$ cat config.mk
export PLATFORM = sky130hd
export DESIGN_NAME = cam_fifo_sdram_writer
export DESIGN_NICKNAME = d
export VERILOG_FILES = /design/src/rtl/cam_fifo_sdram_writer.sv
export SDC_FILE = /design/constraint.sdc
export NUM_CORES = 1
export LEC_CHECK = 0
export ABC_AREA = 1
export CAP_MARGIN = 30
export CORE_AREA = 4 4 76 78
export CTS_CLUSTER_DIAMETER = 200
export DETAILED_ROUTE_END_ITERATION = 8
export DIE_AREA = 0 0 80 82
export GPL_TIMING_DRIVEN = 0
export PLACE_DENSITY = 0.77
export SLEW_MARGIN = 10
export SYNTH_ARGS = -nofsm -noshare
export SYNTH_HDL_FRONTEND = slang
export SYNTH_SLANG_ARGS = --single-unit
$ cat constraint.sdc
create_clock -name clk_100 -period 2.3 [get_ports clk_100]
set_input_delay 0.345 -clock clk_100 [delete_from_list [all_inputs] [get_ports clk_100]]
set_output_delay 0.345 -clock clk_100 [all_outputs]
set_load 0.03 [all_outputs]
$ cat src/rtl/cam_fifo_sdram_writer.sv
// cam_fifo_sdram_writer
// Drains RGB565 pixels from the capture FIFO in fixed-length bursts into one of
// two SDRAM frame buffers. Buffers swap at a frame boundary only when the frame
// that just finished was written completely, so the display side never reads a
// torn frame.
module cam_fifo_sdram_writer #(
   parameter int unsigned       BURST_LEN   = 256,
   parameter int unsigned       FRAME_WORDS = 307200,
   parameter int unsigned       ADDR_W      = 24,
   parameter logic [ADDR_W-1:0] BANK1_BASE  = 24'h080000
) (
   input  logic              clk_100,
   input  logic              rst_n,
   input  logic [9:0]        fifo_count,
   input  logic [15:0]       fifo_dout,
   output logic              fifo_rd_en,
   input  logic              frame_start,
   output logic              wr_req,
   input  logic              wr_gnt,
   output logic [ADDR_W-1:0] wr_addr,
   output logic [15:0]       wr_data,
   output logic              wr_valid,
   output logic              disp_bank,
   output logic              frame_done,
   output logic              frame_err,
   output logic              busy
);

   // One extra bit so the beat counter can hold BURST_LEN itself, which marks
   // the trailing cycle where the last word is presented on wr_data.
   localparam int unsigned      CNT_W       = $clog2(BURST_LEN) + 1;
   localparam logic [CNT_W-1:0] BURST_BEATS = CNT_W'(BURST_LEN);
   localparam logic [9:0]       BURST_FIFO  = 10'(BURST_LEN);
   localparam logic [18:0]      BURST_WORDS = 19'(BURST_LEN);
   localparam logic [18:0]      FRAME_CNT   = 19'(FRAME_WORDS);

   localparam logic [2:0] IDLE    = 3'd0;
   localparam logic [2:0] REQ     = 3'd1;
   localparam logic [2:0] STREAM  = 3'd2;
   localparam logic [2:0] DISCARD = 3'd3;
   localparam logic [2:0] SWAP    = 3'd4;

   logic [2:0]        state;
   logic [2:0]        state_nxt;
   logic [18:0]       word_cnt;
   logic [CNT_W-1:0]  beat_cnt;
   logic              wr_bank;
   logic              start_pend;
   logic              frame_full;
   logic              stream_rd;
   logic              stream_last;
   logic              discard_rd;
   logic              rd_vld_p1;
   logic [ADDR_W-1:0] burst_addr;

   assign frame_full  = (word_cnt == FRAME_CNT);
   assign stream_rd   = (state == STREAM) && (beat_cnt < BURST_BEATS);
   assign stream_last = (state == STREAM) && (beat_cnt == BURST_BEATS);
   assign discard_rd  = (state == DISCARD) && (fifo_count != 10'd0) && !start_pend;
   assign burst_addr  = (wr_bank ? BANK1_BASE : '0) + ADDR_W'(word_cnt);

   // FIFO data feeds the controller directly; its valid is the read strobe delayed
   assign fifo_rd_en = stream_rd | discard_rd;
   assign wr_data    = fifo_dout;
   assign wr_valid   = rd_vld_p1;
   assign wr_req     = (state == REQ);
   assign busy       = (state != IDLE);
   assign frame_done = (state == SWAP) && frame_full;
   assign frame_err  = (state == SWAP) && !frame_full;

   // Next-state decode; a pending frame boundary outranks any new burst
   always_comb begin
      state_nxt = state;
      case (state)
         IDLE: begin
            if (start_pend)
               state_nxt = SWAP;
            else if (frame_full && (fifo_count != 10'd0))
               state_nxt = DISCARD;
            else if ((fifo_count >= BURST_FIFO) && (word_cnt < FRAME_CNT))
               state_nxt = REQ;
         end
         REQ:     if (wr_gnt) state_nxt = STREAM;
         STREAM:  if (stream_last) state_nxt = IDLE;
         DISCARD: if ((fifo_count == 10'd0) || start_pend) state_nxt = IDLE;
         SWAP:    state_nxt = IDLE;
         default: state_nxt = IDLE;
      endcase
   end

   // State register, burst beat counter and the read-to-valid delay stage
   always_ff @(posedge clk_100 or negedge rst_n) begin
      if (!rst_n) begin
         state     <= IDLE;
         beat_cnt  <= '0;
         rd_vld_p1 <= 1'b0;
      end else begin
         state     <= state_nxt;
         rd_vld_p1 <= stream_rd;
         if (state != STREAM)
            beat_cnt <= '0;
         else if (stream_rd)
            beat_cnt <= beat_cnt + CNT_W'(1);
      end
   end

   // Burst address is captured on the way into REQ and held until the burst ends
   always_ff @(posedge clk_100 or negedge rst_n) begin
      if (!rst_n)
         wr_addr <= '0;
      else if ((state == IDLE) && (state_nxt == REQ))
         wr_addr <= burst_addr;
   end

   // Frame word count and ping-pong bank bookkeeping
   always_ff @(posedge clk_100 or negedge rst_n) begin
      if (!rst_n) begin
         word_cnt  <= '0;
         wr_bank   <= 1'b0;
         disp_bank <= 1'b1;
      end else begin
         if (stream_last)
            word_cnt <= word_cnt + BURST_WORDS;
         else if (state == SWAP)
            word_cnt <= '0;
         if ((state == SWAP) && frame_full) begin
            disp_bank <= wr_bank;
            wr_bank   <= ~wr_bank;
         end
      end
   end

   // Frame boundary latch; a new pulse wins over the clear issued by SWAP
   always_ff @(posedge clk_100 or negedge rst_n) begin
      if (!rst_n)
         start_pend <= 1'b0;
      else if (frame_start)
         start_pend <= 1'b1;
      else if (state == SWAP)
         start_pend <= 1'b0;
   end

endmodule

==> impl_metrics.py <==
metrics = {
    "critical_path": {
        "path_max_fanout": 6,
        "arrival_ns": 1.83,
        "cpPeakStageDelay_ns": 0.74,
        "critPathKind": "flop to output pin",
        "crit_path_end_kind": "output pin",
        "cp_slowest_cell": "clkdlybuf4s50_1",
        "crit_buf_inv": 1,
        "cp_cell_sequence": "nor3_1 -> clkdlybuf4s50_1",
        "critPathLaunchType": "flop",
        "cp.required_ns": 1.96,
        "crit_family": "buffers and inverters",
    },
    "final_layout": {
        "diodes": 0,
        "drive_above_1_share_pct": 16.4,
        "instances_no_fill": 412,
        "final_cell_mix": "nand2_1, clkdlybuf4s50_1, dfrtp_1",
        "layout.nets": 375,
        "mostFrequentLayoutCell": "nand2_1",
        "area_growth_pct": 32.5,
    },
    "clocking": {
        "clock-sinks": 39,
        "cts_buffers": 5,
        "post-cts-setup-buffers": 0,
        "htree_levels": 2,
        "cts_tree": "built",
        "cts_root_buf": "clkbuf_8",
        "clock_latency_ns": 0.30,
        "ctsLongestPathBuffers": 2,
        "cts.clk_slew.worst_paths_ns": 0.08,
    },
    "global_routing": {
        "overflow": 0,
        "grt_pass1_vias": 1801,
        "grt_first_pass_wirelength_um": 7820,
        "antenna_found_initial": 0,
        "grt.total_usage_pct": 15.3,
        "grt_max_degree": 30,
    },
    "die": {
        "die_h_um": 82,
        "die_x_um": 80,
        "core_area_sq_mm": 0.00507,
        "initial_core_util_pct": 43.7,
        "io_pins": 77,
        "rows": 26,
        "die-area_sq_mm": 0.00656,
    },
    "sta": {
        "finalSetupViolCount": 0,
        "period_share_pct": 94.5,
        "finalHoldViolations": 0,
        "fin_ws_ns": 0.126,
        "fin_crit_ns": 2.17,
        "rsz0062_at_grt": "no",
        "hold_slack_ns": 0.446,
        "finClkSkew_ns": 0.00577,
        "fmax_ghz": 0.460,
        "finalSetupTns_ns": 0,
        "drv_slew": 0,
    },
    "logic_synthesis": {
        "synthTopCellsByArea": "dfrtp_1, buf_4, nand2_1",
        "synth-seq-cells": 39,
        "ys_warn_count": 0,
        "synth-seq-area-share_pct": 44.1,
        "netlist_instances": 273,
        "yosysTopAreaCell": "dfrtp_1",
        "synthesis.area_sq_mm": 0.00222,
        "syn_area_per_cell_sq_um": 8.12,
        "synthDistinctLibCells": 34,
        "synthDominantCellAreaShare_pct": 42.9,
    },
    "flow_run": {
        "drv_cap": 0,
    },
    "drt": {
        "vias": 1900,
        "drt_pre_antenna_iters": 4,
        "drc": 0,
        "wl_per_cell_um": 11.3,
        "drt-total-wl_um": 4650,
        "ant_nets": 0,
        "vias_per_cell": 4.61,
        "drt_iter0_markers": 135,
    },
    "pwr": {
        "power.density_mw_per_mm2": 676,
        "vdd_drop_max_uv": 597,
        "p_leak_nw": 1.46,
    },
    "place": {
        "numPortBuffers": 48,
        "dp_hpwl_um": 3700,
        "place_congestion": 0.887,
        "place_inst": 403,
        "dp_slack_ns": -0.0962,
    },
    "run_status": {
        "status": "finished, final reports clean",
    },
    "hold_path": {
        "hold_class": "input pin to async pin",
    },
}
## power breakdown
part | internal (mW) | switching, mW | total [mW]
logic | 0.265 | 0.481 | 0.746
registers | 0.728 | 0.0489 | 0.777
clock network | 0.211 | 0.251 | 0.462
## final cells by class
cell class	count	area, sq um
plain buffers	31	236
clock buffers	5	68.8
clock inverters	3	20.0
fillers	488	2140
inverters	32	120
multi-input cells	182	930
flip-flops and latches	39	977
well taps	70	87.6
repair buffers	50	498
## cells in the mapped netlist (all sizes together)
| cell type | instances |
|---|---|
| xnor2 | 1 |
| nor3 | 12 |
| buf | 31 |
| nand3 | 27 |
| o21ai | 10 |
| mux2 | 1 |
| a21o | 1 |
| dfrtp | 38 |
| a21oi | 12 |
| nor3b | 1 |
| conb | 1 |
| ha | 4 |
| nor2 | 32 |
| o21bai | 2 |
| o41ai | 1 |
| xor2 | 2 |
| nand2 | 60 |
| o22ai | 1 |
| a21boi | 1 |
| nand4 | 1 |
| dfstp | 1 |
| inv | 32 |
| o32ai | 1 |
## per-stage QoR
step	instance area, sq um	power (mW)	utilization, %
finish	2940	1.98	57.9
global route	2940	2.11	57.9
CTS	2940	2.00	58.0
detailed placement	2840	1.54	56.0
global placement	2830	1.53	55.7
floorplan	2260	1.30	-
## cells by family (layout without fill, tap and decap cells)
| family | after synthesis | after routing | share of synthesized area [%] |
|---|---|---|---|
| and+or+nand+nor | 133 | 133 | 28.2 |
| buffers and inverters | 63 | 121 | 16.1 |
| DFF | 39 | 39 | 44.1 |
| AOI/OAI and AO/OA | 29 | 29 | 7.56 |
| adders and majority gates | 4 | 4 | 2.26 |
| xor gates and xnor gates | 3 | 3 | 1.19 |
| other | 1 | 12 | 0.169 |
| muxes | 1 | 1 | 0.508 |
## registers in the layout (all words and copies together), names as in the netlist
register	flops
state	3
start_pend	1
beat_cnt	9
wr_addr	12
word_cnt	11
wr_bank	1
wr_valid	1
disp_bank	1
## what timing repair did
action	4_1_cts	5_1_grt
endpoints found under the setup margin	3	1
gates resized for setup	4	2
endpoints found under the hold margin	10	0
hold buffers	1	0
## per-layer routing
metal  vias up  GRT usage, %  wire [um]
met4         0          6.42         80
met5         -             0          0
met3         8          3.51        324
li1        972             -          -
met1       856          18.3       2010
met2        64          26.5       2230
## path summary, 6_finish.rpt
path,startpoint,end,slack (ns),cells past startpoint
setup reg to reg,word_cnt[8],wr_addr[13],0.38,14
max in group asynchronous,rst_n,disp_bank,1.34,3
hold / removal,rst_n,beat_cnt[1],0.45,2
hold reg to reg,wr_addr[16],wr_addr[16],0.47,2
setup / recovery,state[1],wr_req,0.13,2
min in group clk_100,wr_addr[16],wr_addr[16],0.47,2
(Power assumes the default switching activity.)
